--- config.mk ---
export PLATFORM = sky130hd
export DESIGN_NAME = ray_core_arbiter
export DESIGN_NICKNAME = d
export VERILOG_FILES = /design/src/rtl/ray_core_arbiter.sv
export SDC_FILE = /design/constraint.sdc
export NUM_CORES = 1
export LEC_CHECK = 0
export ABC_AREA = 1
export CAP_MARGIN = 30
export CORE_AREA = 4 4 265 267
export CTS_CLUSTER_DIAMETER = 50
export DETAILED_ROUTE_END_ITERATION = 6
export DIE_AREA = 0 0 269 271
export PLACE_DENSITY = 0.54
export SYNTH_ARGS = -nofsm -noshare
export SYNTH_HDL_FRONTEND = slang
export SYNTH_SLANG_ARGS = --single-unit
export TNS_END_PERCENT = 50
--- constraint.sdc ---
create_clock -name clk -period 7.7 [get_ports clk]
set_input_delay 2.31 -clock clk [delete_from_list [all_inputs] [get_ports clk]]
set_output_delay 2.31 -clock clk [all_outputs]
set_load 0.01 [all_outputs]
--- src/rtl/ray_core_arbiter.sv ---
// ray_core_arbiter: frame scheduler and round-robin merge of ray-generator cores into one stream
module ray_core_arbiter #(
    parameter int NUM_CORES = 4,
    parameter int DIR_W     = 32,
    parameter int IDX_W     = 32
) (
    input  logic                       clk,
    input  logic                       reset,
    input  logic                       start,
    input  logic [12:0]                image_width,
    input  logic [12:0]                image_height,
    output logic                       cores_start,
    input  logic [NUM_CORES-1:0]       core_valid,
    output logic [NUM_CORES-1:0]       core_ready,
    input  logic [NUM_CORES*DIR_W-1:0] core_dir_x,
    input  logic [NUM_CORES*DIR_W-1:0] core_dir_y,
    input  logic [NUM_CORES*DIR_W-1:0] core_dir_z,
    input  logic [NUM_CORES*IDX_W-1:0] core_index,
    output logic                       out_valid,
    input  logic                       out_ready,
    output logic [DIR_W-1:0]           out_dir_x,
    output logic [DIR_W-1:0]           out_dir_y,
    output logic [DIR_W-1:0]           out_dir_z,
    output logic [IDX_W-1:0]           out_index,
    output logic [2:0]                 out_core_id,
    output logic                       frame_busy,
    output logic                       frame_done
);
    typedef enum logic [1:0] {IDLE, RUN, DRAIN, DONE} state_t;

    state_t           state;
    logic [25:0]      total, count, frame_size;
    logic [2:0]       rr_ptr, grant, idx;
    logic [3:0]       sum;
    logic [7:0]       valid_pad;
    logic             hit, take;
    logic [DIR_W-1:0] sel_x, sel_y, sel_z;
    logic [IDX_W-1:0] sel_index;

    assign frame_size = 26'(image_width) * 26'(image_height);
    assign valid_pad  = 8'(core_valid);
    assign take       = (state == RUN) && (!out_valid || out_ready) && hit;
    assign core_ready = take ? NUM_CORES'(8'd1 << grant) : '0;

    // first valid core scanning upward from rr_ptr with wrap; lowest offset wins
    always_comb begin
        hit   = 1'b0;
        grant = '0;
        sum   = '0;
        idx   = '0;
        for (int i = NUM_CORES - 1; i >= 0; i--) begin
            sum = {1'b0, rr_ptr} + 4'(i);
            idx = (sum >= 4'(NUM_CORES)) ? 3'(sum - 4'(NUM_CORES)) : sum[2:0];
            if (valid_pad[idx]) begin
                hit   = 1'b1;
                grant = idx;
            end
        end
    end

    // payload of the granted core, kept off the core_ready path
    always_comb begin
        sel_x     = '0;
        sel_y     = '0;
        sel_z     = '0;
        sel_index = '0;
        for (int k = 0; k < NUM_CORES; k++) begin
            if (grant == 3'(k)) begin
                sel_x     = core_dir_x[k*DIR_W +: DIR_W];
                sel_y     = core_dir_y[k*DIR_W +: DIR_W];
                sel_z     = core_dir_z[k*DIR_W +: DIR_W];
                sel_index = core_index[k*IDX_W +: IDX_W];
            end
        end
    end

    // frame FSM, ray counter and output register; an empty frame still passes through DONE twice so frame_done lands two cycles after start
    always_ff @(posedge clk or posedge reset) begin
        if (reset) begin
            state       <= IDLE;
            total       <= '0;
            count       <= '0;
            rr_ptr      <= '0;
            cores_start <= 1'b0;
            frame_busy  <= 1'b0;
            frame_done  <= 1'b0;
            out_valid   <= 1'b0;
            out_dir_x   <= '0;
            out_dir_y   <= '0;
            out_dir_z   <= '0;
            out_index   <= '0;
            out_core_id <= '0;
        end else begin
            cores_start <= 1'b0;
            frame_done  <= 1'b0;
            case (state)
                IDLE: begin
                    if (start) begin
                        total       <= frame_size;
                        count       <= '0;
                        rr_ptr      <= '0;
                        cores_start <= 1'b1;
                        frame_busy  <= 1'b1;
                        state       <= (frame_size == '0) ? DONE : RUN;
                    end
                end
                RUN: begin
                    if (take) begin
                        out_valid   <= 1'b1;
                        out_dir_x   <= sel_x;
                        out_dir_y   <= sel_y;
                        out_dir_z   <= sel_z;
                        out_index   <= sel_index;
                        out_core_id <= grant;
                        rr_ptr      <= (grant == 3'(NUM_CORES - 1)) ? 3'd0 : grant + 3'd1;
                        count       <= count + 26'd1;
                        if (count + 26'd1 == total)
                            state <= DRAIN;
                    end else if (out_valid && out_ready) begin
                        out_valid <= 1'b0;
                    end
                end
                DRAIN: begin
                    if (!out_valid || out_ready) begin
                        out_valid  <= 1'b0;
                        frame_done <= 1'b1;
                        frame_busy <= 1'b0;
                        state      <= DONE;
                    end
                end
                DONE: begin
                    if (frame_busy) begin
                        frame_done <= 1'b1;
                        frame_busy <= 1'b0;
                    end else begin
                        state <= IDLE;
                    end
                end
                default: state <= IDLE;
            endcase
        end
    end
endmodule

==> flow_metrics.py, run 1 <==
metrics = {
    "synthesis": {
        "yosysUniqueCellTypes": 39,
        "syn_avg_cell_area_sq_um": 6.65,
        "syn_inst": 2822,
        "async_flop_share_pct": 100,
        "synth_fp_nets": 3572,
        "synth.yosys.seq_area_share_pct": 25.6,
        "ys_ff_latch": 192,
        "synth_flop_cell": "dfrtp_1",
        "synth-edff-count": 0,
        "syn_area_sq_um": 18800,
        "yosysWarnings": 0,
    },
    "power": {
        "power_leakage_uw": 0.0134,
        "powerDensity_nw_per_um2": 448,
        "ir_worst_vdd_uv": 422,
    },
    "placement": {
        "pre_cts_slack_ps": -74.1,
        "dp_hpwl_mm": 79.7,
        "io_buffers": 684,
        "dp_cells": 4298,
        "place.gp.congestion": 0.955,
    },
    "critical_path": {
        "ff2ff_setup_slack_ps": 2620,
        "reg2reg_from": "rr_ptr[0]",
        "worst_setup_path_end_kind": "primary output",
        "path_class": "input pin to primary output",
        "path_buf_inv": 5,
        "required_ps": 5390,
        "path_delay_family": "buffers and inverters",
        "cp_slowest_cell": "clkdlybuf4s50_1",
        "path_cells": "clkdlybuf4s50_1 -> inv_1 -> o211ai_1 -> nand3_1 -> o311ai_0 -> o21ai_0 -> a21oi_1 -> buf_4 -> ha_1 -> inv_8 -> nor2_1 -> clkdlybuf4s50_1",
        "critical_path.max_fanout": 4,
        "crit_arrival_ps": 5040,
        "worst-r2r-cell-count": 18,
        "start_kind": "input pin",
        "cp_common_cell": "clkdlybuf4s50_1",
        "rr_endpoint": "out_dir_z[12]",
        "cp_slowest_stage_delay_ps": 620,
    },
    "clock_network": {
        "clock_path_buffers": 2,
        "cts_setup_buffers": 0,
        "clock-root-buffer": "clkbuf_16",
        "cts_made_buffers": 17,
        "clock_latency_ps": 490,
        "clkSinkCount": 192,
        "ctsResizeCount": 0,
        "clk_pin_slew_worst_paths_ps": 80,
        "cts_tree": "done",
        "cts_hold_buf": 0,
        "htreeDepth": 4,
    },
    "grt": {
        "grt_pass1_vias": 20100,
        "grt_pass1_wl_mm": 138,
        "grt_usage_pct": 25.8,
        "grt_max_degree": 161,
        "grt_overflow_total": 0,
        "antenna_found_initial": 43,
    },
    "timing": {
        "fmax_mhz": 136,
        "fin_setup_tns_ps": 0,
        "setup_viol": 0,
        "timing.final.max_slew_violations": 0,
        "worst_clock_skew_ps": 30.1,
        "fin_crit_sh_pct": 95.4,
        "hold_violations": 0,
        "rsz0062_at_grt": "no",
        "whs_ps": 488,
        "relSlewSlack_pct": 29.2,
        "period_needed_ps": 7350,
        "setup_slack_ps": 353,
        "tightest_slew_ps": 1060,
    },
    "final_layout": {
        "most-common-layout-cells": "887 x nand2_1, 684 x clkdlybuf4s50_1, 425 x o21ai_0",
        "stdcell_count": 4349,
        "area_growth_pct": 46.2,
        "nNetsFinal": 4187,
        "layout.cells.most_common": "nand2_1",
        "postLayoutCoreUtil_pct": 40.3,
        "fillers": 7161,
        "drive_gt1_share_pct": 4.43,
    },
    "floorplan": {
        "initial_utilization_pct": 27.6,
        "io_pins": 685,
        "dieArea_sq_um": 72900,
        "coreArea_sq_um": 68100,
        "std_cell_rows": 96,
        "die_h_um": 271,
        "die_x_um": 269,
    },
    "detailed_routing": {
        "dr.pass1.iters": 6,
        "routedWlPerCell_um": 22.4,
        "drt_wl_total_mm": 97.6,
        "ant_nets": 0,
        "drt-vias-per-instance": 4.80,
        "drtIter0Drc": 1589,
        "num_vias": 20900,
        "drc": 0,
    },
    "min_path": {
        "hp-start": "out_dir_y[17]",
        "whs_endpoint": "out_dir_y[17]",
        "hp-class": "flop to flop",
        "min_delay_path_depth": 2,
    },
    "run": {
        "drv_cap": 0,
    },
    "status": {
        "status": "completed",
    },
}
==> cell usage after synthesis, types with 17 or more instances <==
cell type	n	share of area [%]
a21oi_1	144	3.8
ha_1	83	5.5
nor2_1	77	1.5
nand4_1	31	1.0
buf_2	18	0.48
fa_1	121	13
nand3_1	220	5.9
o21ai_0	425	11
o21ai_1	17	0.45
buf_1	18	0.36
inv_1	391	7.8
dfrtp_1	192	26
nand2_1	887	18
clkbuf_1	125	2.5
==> state kept, by name, summed over array words and instances, names as in the netlist, 3 cells and up <==
name         cells
out_core_id      3
total           26
count           26
out_index       32
out_dir_y       32
out_dir_z       32
rr_ptr           3
out_dir_x       32
==> how the worst max path moves through the flow <==
stage / start / end / slack (ps) / depth (start not counted)
after detailed placement: image_width[8] / state[1] / -70 / 25
after global routing: image_width[8] / state[1] / 60 / 26
final: core_valid[1] / core_ready[3] / 350 / 12
after CTS: core_valid[1] / core_ready[3] / 320 / 12
after floorplan: reset / cores_start / 160 / 1
after global placement: image_width[8] / state[1] / -7 / 25
==> metal layers <==
metal  global-route usage [%]  share of wire (%)
met1                     32.3                 41
met2                     42.2                 46
met3                     8.82                 10
met4                     7.29                2.3
met5                        0               0.14
==> worst min-delay path, delay by kind of cell (launching register included) <==
family	cells	cell delay (ps)
DFF	1	350
AOI/OAI and AO/OA	1	60
and+or+nand+nor	1	50
==> where the power goes <==
group | internal (uW) | switching, uW | total [uW]
Combinational | 3390 | 6250 | 9640
Sequential | 1450 | 266 | 1710
Clock | 443 | 505 | 948
Total | 5290 | 7020 | 12300
==> through the flow <==
step                area, sq um  power, uW
finish                    27400      12300
global route              27400      13700
CTS                       27400      12400
detailed placement        26800      11400
global placement          26700      11300
floorplan                 18800       7410
==> cell type report <==
type / count / area [sq um] / area share (%)
clock inverters: 13 / 139 / 0.506
clock buffers: 19 / 443 / 1.61
repair buffers: 764 / 7560 / 27.6
inverters: 397 / 1510 / 5.50
well taps: 882 / 1100 / 4.02
diodes: 17 / 42.5 / 0.155
flip-flops and latches: 192 / 4800 / 17.5
multi-input cells: 2065 / 11800 / 43.1
==> cell families (layout without fill, tap and decap cells) <==
family | Yosys count | in the layout | share of synthesized area, %
DFF | 192 | 192 | 25.6
buffers and inverters | 565 | 1193 | 11.6
adders and majority gates | 204 | 204 | 18.4
and+or+nand+nor | 1243 | 1243 | 27.2
xor gates and xnor gates | 11 | 11 | 0.513
AOI/OAI and AO/OA | 607 | 607 | 16.6
other | 0 | 17 | 0
Power figures use the tool's default switching activity.
==> inputs of run 2 (changes only) <==
--- a/config.mk
+++ b/config.mk
@@ -7,10 +7,10 @@
 export LEC_CHECK = 0
 export ABC_AREA = 1
 export CAP_MARGIN = 30
-export CORE_AREA = 4 4 265 267
+export CORE_AREA = 2 2 263 265
 export CTS_CLUSTER_DIAMETER = 50
 export DETAILED_ROUTE_END_ITERATION = 6
-export DIE_AREA = 0 0 269 271
+export DIE_AREA = 0 0 265 267
 export PLACE_DENSITY = 0.54
 export SYNTH_ARGS = -nofsm -noshare
 export SYNTH_HDL_FRONTEND = slang
==> run 2 against run 1 <==
Against the previous run: clock skew is 6.0 ps lower; non-clock buffer count is 9 higher; cell area is 0.26% higher; largest power group unchanged; die area is 2.9% lower.
==> flow_metrics.py, run 2 (synthesis gave the netlist of run 1 again) <==
metrics = {
    "detailed_routing": {
        "drc": 0,
        "drtIter0Drc": 1693,
        "ant_nets": 0,
        "dr.pass1.iters": 6,
        "drt-vias-per-instance": 4.74,
        "num_vias": 20600,
        "routedWlPerCell_um": 21.9,
        "drt_wl_total_mm": 95.3,
    },
    "critical_path": {
        "critical_path.max_fanout": 4,
        "worst_setup_path_end_kind": "primary output",
        "worst-r2r-cell-count": 18,
        "reg2reg_from": "rr_ptr[0]",
        "required_ps": 5390,
        "ff2ff_setup_slack_ps": 2690,
        "rr_endpoint": "out_dir_z[27]",
        "start_kind": "input pin",
        "path_class": "input pin to primary output",
        "crit_arrival_ps": 4990,
    },
    "clock_network": {
        "cts_made_buffers": 17,
        "clock_latency_ps": 500,
        "clk_pin_slew_worst_paths_ps": 80,
        "cts_setup_buffers": 0,
        "htreeDepth": 4,
        "cts_hold_buf": 0,
        "ctsResizeCount": 0,
        "clkSinkCount": 192,
        "clock-root-buffer": "clkbuf_16",
        "cts_tree": "done",
        "clock_path_buffers": 2,
    },
    "run": {
        "drv_cap": 0,
    },
    "final_layout": {
        "fillers": 7193,
        "most-common-layout-cells": "887 x nand2_1, 684 x clkdlybuf4s50_1, 425 x o21ai_0",
        "design_area_sq_um": 27500,
        "nNetsFinal": 4196,
        "layout.cells.most_common": "nand2_1",
        "drive_gt1_share_pct": 4.71,
        "stdcell_count": 4351,
        "area_growth_pct": 46.6,
    },
    "min_path": {
        "min_delay_path_depth": 2,
        "hp-start": "out_core_id[1]",
        "whs_endpoint": "out_core_id[1]",
        "hp-class": "flop to flop",
    },
    "floorplan": {
        "coreArea_sq_um": 68000,
        "dieArea_sq_um": 70800,
        "die_h_um": 267,
        "die_x_um": 265,
        "std_cell_rows": 96,
        "io_pins": 685,
        "initial_utilization_pct": 27.6,
    },
    "placement": {
        "dp_cells": 4309,
        "dp_hpwl_mm": 76.9,
        "placed_area_sq_um": 26900,
        "io_buffers": 684,
        "place.gp.congestion": 0.913,
    },
    "grt": {
        "grt_overflow_total": 0,
        "antenna_found_initial": 17,
        "grt_max_degree": 180,
        "grt_pass1_wl_mm": 134,
        "grt_pass1_vias": 19800,
        "grt_usage_pct": 26.1,
    },
    "power": {
        "powerDensity_nw_per_um2": 452,
        "ir_worst_vdd_uv": 401,
        "power_leakage_uw": 0.0134,
        "power_uw": 12400,
    },
    "timing": {
        "relSlewSlack_pct": 33.7,
        "hold_violations": 0,
        "fin_setup_tns_ps": 0,
        "rsz0062_at_grt": "no",
        "fmax_mhz": 137,
        "timing.final.max_slew_violations": 0,
        "worst_clock_skew_ps": 24.1,
        "fin_crit_sh_pct": 94.8,
        "tightest_slew_ps": 994,
        "period_needed_ps": 7300,
        "setup_viol": 0,
        "whs_ps": 486,
    },
    "status": {
        "status": "completed",
    },
}
[run 2: worst max path at each step]
stage | startpoint | end | slack (ps) | cells past startpoint
floorplan | reset | cores_start | 160 | 1
global placement | image_height[4] | state[1] | 100 | 24
detailed placement | image_height[4] | state[1] | 50 | 24
CTS | core_valid[2] | core_ready[2] | 400 | 12
global route | core_valid[0] | core_ready[2] | 120 | 12
finish | core_valid[2] | core_ready[2] | 400 | 12
[run 2: power by group]
part	total, uW	switching [uW]	internal, uW
sequential	1730	277	1450
combinational	9740	6240	3490
clock	976	504	472
[run 2: final cells by class]
type	count	area (sq um)	share of cell area (%)
antenna	10	25.0	0.0910
clock buffer	18	439	1.60
clock inverter	14	173	0.628
inverter	397	1510	5.49
multi-input combinational	2065	11800	43.0
sequential	192	4800	17.5
tap	882	1100	4.01
timing repair buffer	773	7620	27.7
[run 2: critical path: stages]
cell and delay (ps):
clkdlybuf4s50_1 410, or2_1 240, nand3_2 80, nand2_2 70, o311ai_0 290, o21ai_0 150
a21oi_1 220, buf_4 180, ha_4 170, inv_4 40, nor2_1 100, clkdlybuf4s50_1 710
[run 2: stage by stage]
step,worst slack (ps),utilization [%]
after floorplan,163,-
after global placement,102,39.5
after detailed placement,54.8,39.5
after CTS,402,40.4
after global routing,119,40.5
final,403,40.5
[run 2: routing by layer]
metal / GRT usage [%] / part of all wire, %
met5: 0 / 0.042
met4: 8.25 / 2.6
met3: 7.21 / 8.2
met2: 44.0 / 47
met1: 32.4 / 42
==> inputs of run 3 (changes only) <==
--- a/config.mk
+++ b/config.mk
@@ -7,12 +7,12 @@
 export LEC_CHECK = 0
 export ABC_AREA = 1
 export CAP_MARGIN = 30
-export CORE_AREA = 2 2 263 265
+export CORE_AREA = 2 2 267 269
 export CTS_CLUSTER_DIAMETER = 50
 export DETAILED_ROUTE_END_ITERATION = 6
-export DIE_AREA = 0 0 265 267
-export PLACE_DENSITY = 0.54
+export DIE_AREA = 0 0 269 271
+export PLACE_DENSITY = 0.51
 export SYNTH_ARGS = -nofsm -noshare
 export SYNTH_HDL_FRONTEND = slang
 export SYNTH_SLANG_ARGS = --single-unit
-export TNS_END_PERCENT = 50
+export TNS_END_PERCENT = 30
==> constraint.sdc (replaced) <==
create_clock -name clk -period 7.9 [get_ports clk]
set_input_delay 2.37 -clock clk [delete_from_list [all_inputs] [get_ports clk]]
set_output_delay 2.37 -clock clk [all_outputs]
set_load 0.01 [all_outputs]
==> run 3 against run 2 <==
Against the previous run: worst setup slack improved by 5.0 ps; cell area decreased by 0.67%; register-to-register slack improved by 630 ps; clock power about the same; critical path depth decreased by 1; cell count increased by 0.92%; via count decreased by 1.3%; combinational power decreased by 6.7%.
==> flow_metrics.py, run 3 (synthesis gave the netlist of run 1 again) <==
metrics = {
    "grt": {
        "grt_max_degree": 129,
        "grt_usage_pct": 25.5,
        "grt_pass1_vias": 20100,
        "antenna_found_initial": 31,
        "grt_overflow_total": 0,
        "grt_pass1_wl_mm": 134,
    },
    "detailed_routing": {
        "drt-vias-per-instance": 4.64,
        "top_layer_used": "met5",
        "drtIter0Drc": 1328,
        "dr.pass1.iters": 5,
        "met2_length_mm": 44.3,
        "met3_wirelength_mm": 9.36,
        "drt_wl_total_mm": 94.6,
        "num_vias": 20400,
        "wl_met1_mm": 38.3,
        "routedWlPerCell_um": 21.6,
        "ant_nets": 0,
        "drc": 0,
    },
    "timing": {
        "rsz0062_at_grt": "no",
        "tightest_slew_ps": 915,
        "fin_crit_sh_pct": 94.8,
        "timing.final.max_slew_violations": 0,
        "relSlewSlack_pct": 39.0,
        "period_needed_ps": 7490,
        "fin_setup_tns_ps": 0,
        "setup_slack_ps": 408,
        "fmax_mhz": 133,
        "setup_viol": 0,
        "hold_violations": 0,
        "worst_clock_skew_ps": 12.8,
    },
    "floorplan": {
        "std_cell_rows": 97,
        "die_x_um": 269,
        "io_pins": 685,
        "coreArea_sq_um": 69800,
        "die_h_um": 271,
        "dieArea_sq_um": 72900,
        "initial_utilization_pct": 26.9,
    },
    "power": {
        "clockPowerShare_pct": 8.3,
        "pwr-share-comb_pct": 77.5,
        "power_leakage_uw": 0.0133,
        "p_seq_share_pct": 14.2,
        "internal_power_uw": 5040,
        "swShare_pct": 57.0,
        "p_switching_uw": 6680,
        "ir_worst_vdd_uv": 354,
        "powerDensity_nw_per_um2": 429,
    },
    "final_layout": {
        "drive_gt1_share_pct": 3.88,
        "most-common-layout-cells": "887 x nand2_1, 684 x clkdlybuf4s50_1, 424 x o21ai_0",
        "area_growth_pct": 45.6,
        "nNetsFinal": 4167,
        "layout.cells.most_common": "nand2_1",
        "design_area_sq_um": 27300,
    },
    "critical_path": {
        "start_kind": "input pin",
        "crit_arrival_ps": 5120,
        "required_ps": 5530,
        "reg2reg_from": "rr_ptr[0]",
        "rr_endpoint": "out_dir_z[0]",
        "worst_setup_path_end_kind": "primary output",
        "ff2ff_setup_slack_ps": 3320,
        "critical_path.max_fanout": 4,
        "worst-r2r-cell-count": 17,
        "path_class": "input pin to primary output",
    },
    "min_path": {
        "hp-start": "out_dir_y[9]",
        "hp-class": "flop to flop",
        "whs_endpoint": "out_dir_y[9]",
        "min_delay_path_depth": 2,
    },
    "clock_network": {
        "cts_hold_buf": 0,
        "htreeDepth": 4,
        "clock_path_buffers": 2,
        "clkSinkCount": 192,
        "cts_tree": "done",
        "ctsResizeCount": 0,
        "cts_made_buffers": 17,
        "clock-root-buffer": "clkbuf_16",
        "clk_pin_slew_worst_paths_ps": 80,
        "cts_setup_buffers": 0,
        "clock_latency_ps": 500,
    },
    "status": {
        "status": "completed",
    },
    "placement": {
        "io_buffers": 684,
        "placed_area_sq_um": 26600,
        "pre_cts_slack_ps": 74.6,
        "dp_hpwl_mm": 77.1,
        "place.gp.congestion": 0.924,
    },
    "run": {
        "drv_cap": 0,
    },
}
==> run 3: cell types whose count changed in the layout (fill, tap and decap cells not counted), sizes merged, moves of 2 or more <==
| cell | previous run | this run |
|---|---|---|
| buf | 89 | 59 |
| clkinvlp | 3 | 1 |
| diode | 10 | 21 |
| inv | 401 | 403 |
==> run 3: critical path, stage by stage <==
cell and delay [ps]:
clkdlybuf4s50_1 430, or2_1 250, nand3_2 90, nand2_2 80
o311ai_0 290, o21ai_0 150, a21oi_1 190, ha_1 490
inv_8 40, nor2_1 150, clkdlybuf4s50_1 580
==> run 3: cell type report <==
class                   count  area (sq um)
diodes                     21          52.6
clock buffers              18           429
clock inverters            14           193
fillers                  7523         42500
inverters                 397          1510
multi-input cells        2065         11800
flip-flops and latches    192          4800
well taps                 940          1180
repair buffers            744          7330
==> run 3: stage by stage <==
step | hold WS, ps | power [uW] | utilization [%] | std cells
floorplan | 453 | 7220 | - | 2822
global placement | 464 | 10800 | 38.2 | 4334
detailed placement | 473 | 10800 | 38.2 | 4337
CTS | 493 | 11900 | 39.1 | 4369
global route | 509 | 13100 | 39.1 | 4386
finish | 487 | 11700 | 39.2 | 4391
==> run 3: how the worst max path moves through the flow <==
stage / startpoint / to / slack [ps] / depth (start not counted)
after floorplan: reset / cores_start / 300 / 1
after global placement: image_width[7] / state[1] / 60 / 23
after detailed placement: image_width[7] / state[1] / 70 / 23
after CTS: core_valid[2] / core_ready[3] / 420 / 11
after global routing: core_valid[2] / core_ready[2] / 120 / 12
final: core_valid[2] / core_ready[3] / 410 / 11
==> run 3: routing by layer <==
layer  global-route usage [%]  vias up
li1                         -    10200
met1                     30.3     9367
met2                     41.8      727
met3                     8.97       84
met4                     9.66       14
met5                        0        -
==> run 3: power by group through the flow <==
| stage | clock network, uW | logic [uW] | registers, uW |
|---|---|---|---|
| after global placement | 0 | 9150 | 1660 |
| after global routing | 1040 | 10300 | 1710 |
| after CTS | 1020 | 9180 | 1660 |
| final | 976 | 9090 | 1660 |
| after floorplan | 0 | 5450 | 1770 |
| after detailed placement | 0 | 9140 | 1670 |
==> RTL edit 1, RTL diff (config.mk and constraints of run 1) <==
Make the reset (`reset`) synchronous in one clocked block.
--- a/src/rtl/ray_core_arbiter.sv
+++ b/src/rtl/ray_core_arbiter.sv
@@ -75,7 +75,7 @@
     end
 
     // frame FSM, ray counter and output register; an empty frame still passes through DONE twice so frame_done lands two cycles after start
-    always_ff @(posedge clk or posedge reset) begin
+    always_ff @(posedge clk) begin
         if (reset) begin
             state       <= IDLE;
             total       <= '0;
Behaviour: differs if reset is asserted again (counterexample within 4 cycles, from zero or initial values and one cycle with reset high); with reset held inactive, the same outputs for 4 cycles.
==> RTL edit 1 against run 1 <==
Worst setup slack got worse by 0.042 ns. Clock power decreased by 2%. First-iteration DRC count increased by 0.44%. Final area decreased by 2.5%. Sequential cell count unchanged. Synthesized area decreased by 4.2%. Total power increased by 0.69%. Cell count decreased by 0.78%. Critical path depth increased by 3. Routed wire length increased by 0.75%. Combinational power increased by 1%. Count of clock-buffer cells in the layout decreased by 1. Synthesized cell count decreased by 1.5%.
==> RTL edit 1: results (changes against run 1) <==
Parameter                              Value

Route
  Vias after detailed routing    20770 (was 20860)
  Wire length on met3    8651 um (was 10030 um)
  Final wirelength    98360 um (was 97630 um)
  Routed metal-1 wirelength    41930 um (was 39930 um)
  Detailed router's first-iteration violation count    1596 (was 1589)

GRT
  Global-route track usage on met1    33.18% (was 32.35%)
  Met3 Track Usage GR    7.112% (was 8.821%)
  Global-route wire length before repair    137300 um (was 137900 um)
  Number of antenna violations at the first check in global routing    15 (was 43)
  Via count of the first global-routing pass    20150 (was 20050)
  Maximum number of pins on one net before global-route repair    199 (was 161)

Placed design
  Final HPWL DP    80560 um (was 79680 um)
  Inst Count DP    4270 (was 4298)

STA
  Highest clock rate    0.1353 GHz (was 0.1361 GHz)
  Max-Slew Margin vs Limit    30.23% (was 29.17%)

Setup path
  R2R cell count    20 (was 18)
  Crit-path max cell delay    0.60 ns (was 0.62 ns)
  Capturing point of the worst reg2reg path    out_index[19] (was out_dir_z[12])
  Worst setup path startpoint    core_valid[3] (was core_valid[1])

Final layout
  Share of cells above drive strength 1    5.291% (was 4.435%)
  Final Net Count    4158 (was 4187)

Logic synthesis
  Ranking of synthesized cells by instance count    664 x nand2_1, 418 x o21ai_0, 368 x inv_1 (was 887 x nand2_1, 425 x o21ai_0, 391 x inv_1)
  Share of synthesized flip-flops with an asynchronous set or reset    0% (was 100.0%)
  Count of mapped cells out of synthesis    2780 (was 2822)

Worst hold path
  Hold Path Sink    out_core_id[2] (was out_dir_y[17])
  Worst Min Path Start    out_core_id[2] (was out_dir_y[17])

Pwr
  Sw Share    57.37% (was 57.03%)
  Peak supply drop    383.8 uV (was 422.0 uV)

Run status
  Status    finished clean (unchanged)
[RTL edit 1: cell count changes after synthesis, sizes merged, moves of 25 or more]
cell,run 1,this run
nand2,891,674
dfrtp,192,0
dfxtp,0,192
a21oi,145,314
nand3,222,194
clkbuf,127,153
inv,396,370
o21ai,453,428
[RTL edit 1: layout make-up]
type / count / area [um^2] / share of cell area (%)
clock inverters: 14 / 163.9 / 0.6123
inverters: 372 / 1414 / 5.282
repair buffers: 797 / 7765 / 29.01
clock buffers: 18 / 429.2 / 1.603
multi-input cells: 2028 / 12020 / 44.90
diodes: 12 / 30.03 / 0.1122
flip-flops and latches: 192 / 3844 / 14.36
well taps: 882 / 1104 / 4.123
[RTL edit 1: logic make-up after synthesis]
group           Yosys count  synth area share (%)
simple gates           1011                 23.46
buf+inv                 560                 12.03
compound gates          789                 22.73
fa+ha+maj               204                 19.24
xor+xnor                 24                 1.169
flops                   192                 21.37
==> RTL edit 2, RTL diff (settings of run 1) <==
Made on the original files. `IDX_W`: 32 -> 64.
--- a/src/rtl/ray_core_arbiter.sv
+++ b/src/rtl/ray_core_arbiter.sv
@@ -2,7 +2,7 @@
 module ray_core_arbiter #(
     parameter int NUM_CORES = 4,
     parameter int DIR_W     = 32,
-    parameter int IDX_W     = 32
+    parameter int IDX_W     = 64
 ) (
     input  logic                       clk,
     input  logic                       reset,
Ports: changed (resized core_index and out_index); port bits go from 685 to 845. The function was not compared with the original's and may differ.
==> RTL edit 2 against run 1 <==
Worst hold slack worse by 0.0032 ns. Cell count is 11% higher. Register-to-register slack gained 0.29 ns. Worst setup slack got worse by 0.0083 ns. Largest cell class unchanged. Routed wire length rose by 28%. Critical path type unchanged. Non-clock buffer count up 152. Sequential cell count increased by 32. Synthesized area grew 12%. Sequential power grew 20%. Final area grew 16%. Total power up 41%.
==> RTL edit 2: results (changes against run 1) <==
Parameter                              Value

Run status
  Status    finished clean (unchanged)

Pwr
  Switching power    9.955 mW (was 7.017 mW)
  LEAKAGE    15.30 nW (was 13.39 nW)
  Share of total power in the clock network    11.1% (was 7.7%)
  Peak supply drop    1127 uV (was 422.0 uV)
  Clock network power    1.92 mW (was 948 uW)
  Power consumed by sequential cells    2.05 mW (was 1.71 mW)

CTS
  Clock slew at reported path FFs    0.05 ns (was 0.08 ns)
  CTS buffer count    42 (was 17)
  Maximum buffer depth of the clock tree    3 (was 2)
  Clk_lat worst skew    0.59 ns (was 0.49 ns)
  Level count of the clock H-tree    2 (was 4)

Route
  Final wirelength    125000 um (was 97630 um)
  Wire length on met3    12250 um (was 10030 um)
  Detailed router's first-iteration violation count    1883 (was 1589)
  Count of TritonRoute iterations in the first routing pass    5 (was 6)
  Met2 routed WL    58630 um (was 45330 um)
  Routed metal-1 wirelength    46100 um (was 39930 um)
  Routed wire length per instance    25.90 um (was 22.45 um)

Final layout
  Fill count    6970 (was 7161)
  Count of inverters other than clock inverters in the layout    391 (was 397)
  Share of cells above drive strength 1    4.783% (was 4.435%)
  Combined area of the multi-input logic cells    13040 um^2 (was 11840 um^2)
  Non-clk bufs    916 (was 764)
  Seq. cell area    5605 um^2 (was 4805 um^2)
  Fraction of standard cell area in multi-input logic    40.79% (was 43.13%)
  Non-clock buffer area fraction after layout    28.81% (was 27.56%)
  Proportion of cell area spent on the clock network    4.481% (was 2.120%)
  Count of clock buffers in the final design    52 (was 19)

GRT
  Met3 Track Usage GR    11.50% (was 8.821%)
  Number of antenna violations at the first check in global routing    61 (was 43)
  Total global routing track utilization    32.94% (was 25.79%)
  Global-route wire length before repair    172000 um (was 137900 um)
  Via count of the first global-routing pass    23420 (was 20050)
  Maximum number of pins on one net before global-route repair    247 (was 161)
  Global-route track usage on met1    37.10% (was 32.35%)

Logic synthesis
  Number of nets produced by synthesis    3989 (was 3572)
  Compound-cell area share of the yosys netlist    18.11% (was 16.60%)
  Fraction of the yosys area taken by sequential cells    26.79% (was 25.60%)
  Top area cells in the synthesized netlist    dfrtp_1 27%, nand2_1 17%, fa_1 12% (was dfrtp_1 26%, nand2_1 18%, fa_1 13%)
  Area share of fa/ha/maj cells after synthesis    16.54% (was 18.44%)
  Average cell area after synthesis    6.726 um^2 (was 6.650 um^2)
  Count of warnings emitted by yosys    0 (unchanged)
  Distinct cells, synth    43 (was 39)
  Ranking of synthesized cells by instance count    968 x nand2_1, 404 x o21ai_0, 385 x inv_1 (was 887 x nand2_1, 425 x o21ai_0, 391 x inv_1)

Setup path
  Crit-path max cell delay    0.54 ns (was 0.62 ns)
  Crit Reg-Reg Startpoint    rr_ptr[0] (unchanged)
  Data arrival at the endpoint of the critical path    5.05 ns (was 5.04 ns)
  Highest fanout seen on the critical path    3 (was 4)

Placed design
  Total of buffers placed on input and output ports    844 (was 684)
  Area post-placement    30410 um^2 (was 26780 um^2)
  Inst Count DP    4713 (was 4298)
  Final HPWL DP    101500 um (was 79680 um)
  Final RePlAce weighted congestion    0.9336 (was 0.9553)

STA
  Worst slew pin tran    1.248 ns (was 1.062 ns)
RTL edit 2: cell count changes in the layout (fill, tap and decap cells not counted), moves of 26 or more:
cell,change
dfrtp_1,+32
o21ai_1,+110
clkdlybuf4s50_1,+160
nand3_1,+26
clkbuf_16,+26
a21oi_1,+32
nand2_1,+81
RTL edit 2: worst paths after layout:
kind | end | slack [ns] | cells past startpoint
worst min-delay path | out_core_id[1] | 0.49 | 2
worst min register to register | out_core_id[1] | 0.49 | 2
min in group asynchronous | out_index[52] | 2.12 | 2
worst max register to register | out_dir_y[24] | 2.91 | 21
worst max-delay path | core_ready[1] | 0.34 | 17
max in group asynchronous | out_dir_y[4] | 4.46 | 3
RTL edit 2: logic make-up (layout without fill, tap and decap cells):
logic type,count (synthesis),in the layout
other,0,35
XOR/XNOR,19,19
AND/OR/NAND/NOR,1346,1346
adder cells (fa/ha/maj),204,204
flip-flops,224,224
AO/OA/AOI/OAI,733,733
buffers and inverters,585,1384
